==> config.mk <==
export PLATFORM = sky130hd
export DESIGN_NAME = clock_div_prog
export DESIGN_NICKNAME = d
export VERILOG_FILES = /design/src/rtl/clock_div_prog_pkg.sv /design/src/rtl/clock_div_ch.sv /design/src/rtl/clock_div_prog.sv
export SDC_FILE = /design/constraint.sdc
export NUM_CORES = 1
export LEC_CHECK = 0
export BUFFER_PORTS_ARGS = -buffer_cell sky130_fd_sc_hd__buf_2
export CAP_MARGIN = 20
export CORE_MARGIN = 4
export CORE_UTILIZATION = 45
export DETAILED_ROUTE_END_ITERATION = 8
export PLACE_DENSITY = 0.75
export SLEW_MARGIN = 20
export SYNTH_ARGS = -nofsm -noshare
export SYNTH_HDL_FRONTEND = slang
export SYNTH_SLANG_ARGS = --single-unit
==> constraint.sdc <==
create_clock -name sys_clk -period 7.15 [get_ports sys_clk]
set_input_delay 1.43 -clock sys_clk [delete_from_list [all_inputs] [get_ports sys_clk]]
set_output_delay 1.43 -clock sys_clk [all_outputs]
set_load 0.05 [all_outputs]
==> src/rtl/clock_div_prog_pkg.sv <==
// Shared types and helpers for the programmable clock divider.
// Ratios are carried at a fixed maximum width and sized down per instance.
package clock_div_prog_pkg;

   localparam int CNT_W_MAX = 16;

   typedef logic [CNT_W_MAX-1:0] ratio_t;

   localparam ratio_t RATIO_MIN = ratio_t'(1);

   function automatic ratio_t clamp_ratio(input ratio_t r);
      return (r == '0) ? RATIO_MIN : r;
   endfunction

   // ceil(r/2) written so it cannot overflow at the top of the range
   function automatic ratio_t high_len(input ratio_t r);
      return (r >> 1) + {{(CNT_W_MAX-1){1'b0}}, r[0]};
   endfunction

endpackage

==> src/rtl/clock_div_ch.sv <==
// One divider channel: period counter, pending ratio, enable/align
// handling and registered clock / enable decode.
module clock_div_ch
   import clock_div_prog_pkg::*;
#(
   parameter int CNT_W   = 8,
   parameter int DEF_DIV = 2
) (
   input  logic             sys_clk,
   input  logic             rst,
   input  logic [CNT_W-1:0] i_ratio,
   input  logic             i_load,
   input  logic             i_enable,
   input  logic             i_align,
   output logic             o_clk,
   output logic             o_en,
   output logic [CNT_W-1:0] o_ratio,
   output logic             o_pending
);

   localparam logic [CNT_W-1:0] DEF_R = CNT_W'(DEF_DIV);
   localparam logic [CNT_W-1:0] ONE   = CNT_W'(1);

   logic [CNT_W-1:0] r_cnt;
   logic [CNT_W-1:0] r_ratio;
   logic [CNT_W-1:0] r_pend_ratio;
   logic             r_pending;
   logic             r_clk;
   logic             r_en;

   logic [CNT_W-1:0] w_load_val;
   logic [CNT_W-1:0] w_apply_r;
   logic [CNT_W-1:0] w_cnt_n;
   logic [CNT_W-1:0] w_ratio_n;
   logic [CNT_W-1:0] w_pend_ratio_n;
   logic             w_pending_n;
   logic             w_wrap;
   logic             w_run;
   logic             w_clk_n;
   logic             w_en_n;

   assign w_load_val = CNT_W'(clamp_ratio(ratio_t'(i_ratio)));
   assign w_apply_r  = r_pending ? r_pend_ratio : r_ratio;
   assign w_wrap     = (r_cnt == r_ratio - ONE);

   always_comb begin
      w_cnt_n        = r_cnt;
      w_ratio_n      = r_ratio;
      w_pending_n    = r_pending;
      w_run          = 1'b1;
      w_pend_ratio_n = i_load ? w_load_val : r_pend_ratio;
      priority case (1'b1)
         !i_enable: begin
            w_ratio_n   = w_apply_r;
            w_pending_n = 1'b0;
            w_cnt_n     = w_apply_r - ONE;
            w_run       = 1'b0;
         end
         i_align, w_wrap: begin
            w_ratio_n   = w_apply_r;
            w_pending_n = 1'b0;
            w_cnt_n     = '0;
         end
         default: w_cnt_n = r_cnt + ONE;
      endcase
      // a capture in the same cycle as an apply keeps the flag set
      if (i_load) w_pending_n = 1'b1;
      w_clk_n = w_run &&
         (ratio_t'(w_cnt_n) < high_len(ratio_t'(w_ratio_n)));
      w_en_n  = w_run && (w_cnt_n == w_ratio_n - ONE);
   end

   always_ff @(posedge sys_clk) begin
      if (rst) begin
         r_cnt        <= DEF_R - ONE;
         r_ratio      <= DEF_R;
         r_pend_ratio <= DEF_R;
         r_pending    <= 1'b0;
         r_clk        <= 1'b0;
         r_en         <= 1'b0;
      end else begin
         r_cnt        <= w_cnt_n;
         r_ratio      <= w_ratio_n;
         r_pend_ratio <= w_pend_ratio_n;
         r_pending    <= w_pending_n;
         r_clk        <= w_clk_n;
         r_en         <= w_en_n;
      end
   end

   assign o_clk     = r_clk;
   assign o_en      = r_en;
   assign o_ratio   = r_ratio;
   assign o_pending = r_pending;

endmodule

==> src/rtl/clock_div_prog.sv <==
// Multi-channel programmable clock divider / clock-enable generator.
// Each channel is independent apart from the shared align pulse.
module clock_div_prog
   import clock_div_prog_pkg::*;
#(
   parameter int NUM_CH  = 4,
   parameter int CNT_W   = 8,
   parameter int DEF_DIV = 2
) (
   input  logic                    sys_clk,
   input  logic                    rst,
   input  logic [NUM_CH*CNT_W-1:0] div_ratio,
   input  logic [NUM_CH-1:0]       div_load,
   input  logic [NUM_CH-1:0]       ch_enable,
   input  logic                    align,
   output logic [NUM_CH-1:0]       clk_out,
   output logic [NUM_CH-1:0]       clk_en,
   output logic [NUM_CH*CNT_W-1:0] ratio_active,
   output logic [NUM_CH-1:0]       pending
);

   logic w_align;

   assign w_align = align;

   for (genvar g = 0; g < NUM_CH; g++) begin : g_ch
      clock_div_ch #(
         .CNT_W   (CNT_W),
         .DEF_DIV (DEF_DIV)
      ) u_ch (
         .sys_clk   (sys_clk),
         .rst       (rst),
         .i_ratio   (div_ratio[g*CNT_W +: CNT_W]),
         .i_load    (div_load[g]),
         .i_enable  (ch_enable[g]),
         .i_align   (w_align),
         .o_clk     (clk_out[g]),
         .o_en      (clk_en[g]),
         .o_ratio   (ratio_active[g*CNT_W +: CNT_W]),
         .o_pending (pending[g])
      );
   end

endmodule
==> metrics.log <==
INFO  metric timing.hold.worst.class = reg2reg
INFO  metric dpl.cell_count = 1350
INFO  metric clock_sink_count = 108
INFO  metric clk_root_buffer_cell = clkbuf_16
INFO  metric final_cell_count_no_fill = 1366
INFO  metric post_synth_instance_area = 8660 sq um
INFO  metric route.antenna.remaining_nets = 0
INFO  metric synth_seq_cells = 108
INFO  metric synth_area_per_cell = 8.12 sq um
INFO  metric core_area = 18800 sq um
INFO  metric slew_violations = 0
INFO  metric mostFrequentLayoutCells = 129 x nor2_1, 108 x dfxtp_1, 86 x buf_2
INFO  metric layout-area-overhead-vs-synth = 8.74%
INFO  metric rows = 50
INFO  metric first_global_vias = 7432
INFO  metric grtUsageTotal = 20.9%
INFO  metric floorplan.initialDensity = 46.0%
INFO  metric postSynth.asyncResetShare = 0%
INFO  metric drt-total-wl = 22600 um
INFO  metric synth_warnings = 0
INFO  metric static-leakage-power = 4.17 nW
INFO  metric worstSetupStartpointType = flip-flop
INFO  metric overflow = 0
INFO  metric max_cap_violations = 0
INFO  metric clock-skew-final = 0.0103 ns
INFO  metric crit_arrival = 4.74 ns
INFO  metric numCtsBuffers = 9
INFO  metric drt_drc_violations_left = 0
INFO  metric synth_top_cells_by_area = dfxtp_1 25%, mux2i_1 8.7%, xnor2_1 7.8%
INFO  metric finish.net_count = 1196
INFO  metric power_density = 192 nW/um^2
INFO  metric ir_drop = 0.133 mV
INFO  metric fin_total_pwr = 1.81 mW
INFO  metric synth_seq_area_share = 25.0%
INFO  metric cp-end-kind = flip-flop
INFO  metric wl_per_cell = 16.5 um
INFO  metric run_status = completed
INFO  metric final_core_util = 50.0%
INFO  metric max-slew-margin-rel = 40.1%
INFO  metric dp_hpwl = 16700 um
INFO  metric dominantRegCellSynth = dfxtp_1
INFO  metric routed-via-count = 7706
INFO  metric seq_area = 2160 sq um
INFO  metric finalCriticalPeriod = 4.42 ns
INFO  metric detailedRoute.firstIterationViolations = 770
INFO  metric highest-signal-layer = met4
INFO  metric total_negative_slack = 0 ns
INFO  metric synth_cells = 1066
INFO  metric count_of_hold_buffers_inserted_by_post_cts_repair = 0
INFO  metric postCtsSetupBuffers = 0
INFO  metric ctsResizeCount = 0
INFO  metric critical_path_required = 7.46 ns
INFO  metric die_area = 21500 sq um
INFO  metric timing.final.crit_share = 61.9%
INFO  metric max_freq = 226 MHz
INFO  metric wl_met1 = 10400 um
INFO  metric via_per_inst = 5.64
INFO  metric hold_violations = 0
INFO  metric number_of_enable_flip_flop_cells_after_synthesis = 0
INFO  metric detailedRoute.firstPassIterationCount = 5
INFO  metric fp.dieH = 147 um
INFO  metric ctsLongestPathBuffers = 2
INFO  metric final_setup_violations = 0
INFO  metric cts-htree-levels = 3
INFO  metric floorplan.io_pins = 87
INFO  metric worst_skew_pair.late_latency = 0.36 ns
INFO  metric antenna_cells_inserted = 0
INFO  metric gp_routability_congestion = 0.917
INFO  metric most_common_cell_after_layout_fill_and_taps_aside = nor2_1
INFO  metric netlist.top_cell.by_area = dfxtp_1
INFO  metric rsz0062_at_grt = no
INFO  metric dieWidth = 147 um
INFO  metric clock_tree_from_tritoncts = yes
INFO  metric mappedNetlistNets = 1161
INFO  metric grt_start_max_net_pins = 77
INFO  metric wl_met2 = 10400 um
INFO  metric met3RoutedLength = 1300 um
INFO  metric placement.io_buffers = 86
INFO  metric yosys.area.top_type_share = 25.0%
INFO  metric drive_above_1_share = 12.6%
INFO  metric fillerInstances = 1813
INFO  metric crit_path_max_fanout = 18
INFO  metric first_pass_grt_wire_length = 37800 um
INFO  metric netlist-cell-type-count = 74
INFO  metric timing_worst_slew_pin_value = 0.899 ns
INFO  metric crit_type = reg2reg
INFO  metric cts.reportedPaths.clkPinSlew = 0.08 ns
INFO  metric multi_input_comb_area = 5980 sq um
INFO  metric antenna_found_initial = 0
[final cells by class]
type | count | share of cell area [%]
Inverter | 51 | 2.03
Timing Repair Buffer | 89 | 4.81
Clock inverter | 6 | 0.771
Sequential cell | 108 | 23.0
Tap cell | 260 | 3.45
Clock buffer | 10 | 2.43
Multi-Input combinational cell | 842 | 63.5
[flip-flops by register name (all words and copies together) (netlist names)]
signal,cells
g_ch.u_ch.r_cnt,32
g_ch.u_ch.o_clk,4
g_ch.u_ch.o_ratio,32
g_ch.u_ch.o_pending,4
g_ch.u_ch.r_pend_ratio,32
g_ch.u_ch.o_en,4
[kinds of logic after synthesis]
logic type	Yosys count	synth area share, %
XOR/XNOR	147	14.9
buffers and inverters	116	5.94
multiplexers	88	10.5
AND/OR/NAND/NOR	382	21.8
flip-flops	108	25.0
adder cells (fa/ha/maj)	53	7.63
AO/OA/AOI/OAI	172	14.4
[layer usage]
layer  vias to the layer above  global-route usage (%)
met5                         -                       0
met4                         0                    7.24
met3                        39                    2.78
met2                       271                    33.9
met1                      3600                    28.5
li1                       3796                       -
[power breakdown]
part / leakage, nW / internal (mW) / total (mW) / switching, mW
clock: 0.149 / 0.277 / 0.526 / 0.249
combinational: 3.14 / 0.239 / 0.582 / 0.343
sequential: 0.884 / 0.638 / 0.701 / 0.0635
total: 4.17 / 1.15 / 1.81 / 0.656
[through the flow]
stage	hold WS (ns)	setup slack (ns)	instance area (sq um)
2_1_floorplan	0.465	2.80	8660
3_3_place_gp	0.490	2.61	9110
3_5_place_dp	0.496	2.49	9110
4_1_cts	0.517	2.76	9420
5_1_grt	0.537	2.33	9420
6_report	0.513	2.73	9420
[critical path: stages (launching register included)]
cell and delay [ns]:
dfxtp_1 0.46, or3_1 0.47, or3_4 0.39, xnor2_1 0.16, o31ai_1 0.31, and2_1 0.60
o21ai_0 0.27, inv_1 0.13, ha_1 0.23, nand3_1 0.14, xnor2_1 0.17, ha_1 0.33
a21o_1 0.16, a21o_1 0.17, a211oi_1 0.23, o21a_1 0.15
[synth_stat cells (all sizes together) (5+ instances only)]
master	n
nor4	13
a211oi	8
buf	31
or3	17
nand3b	6
a31oi	6
xor2	70
a21oi	38
o221ai	7
nand4	13
nor2	129
mux2	11
o21ai	29
ha	52
a221oi	5
a21o	14
dfxtp	108
nand2	66
nor3b	8
o21a	5
clkbuf	34
nor2b	7
o22a	11
and2	15
nand2b	11
and3	12
or2	7
inv	51
mux2i	77
xnor2	77
o22ai	10
nand3	35
nor3	32
o31ai	7
[worst paths after layout]
kind | from | end | slack, ns | depth (start not counted)
setup / recovery | g_ch[2].u_ch.o_ratio[3]$_SDFF_PP0_ | g_ch[2].u_ch.o_clk$_SDFF_PP0_ | 2.73 | 15
hold / removal | g_ch[1].u_ch.r_pend_ratio[1]$_SDFFE_PP1P_ | g_ch[1].u_ch.r_pend_ratio[1]$_SDFFE_PP1P_ | 0.51 | 2
setup reg to reg | g_ch[2].u_ch.o_ratio[3]$_SDFF_PP0_ | g_ch[2].u_ch.o_clk$_SDFF_PP0_ | 2.73 | 15
hold reg to reg | g_ch[1].u_ch.r_pend_ratio[1]$_SDFFE_PP1P_ | g_ch[1].u_ch.r_pend_ratio[1]$_SDFFE_PP1P_ | 0.51 | 2
Power figures use the tool's default switching activity.
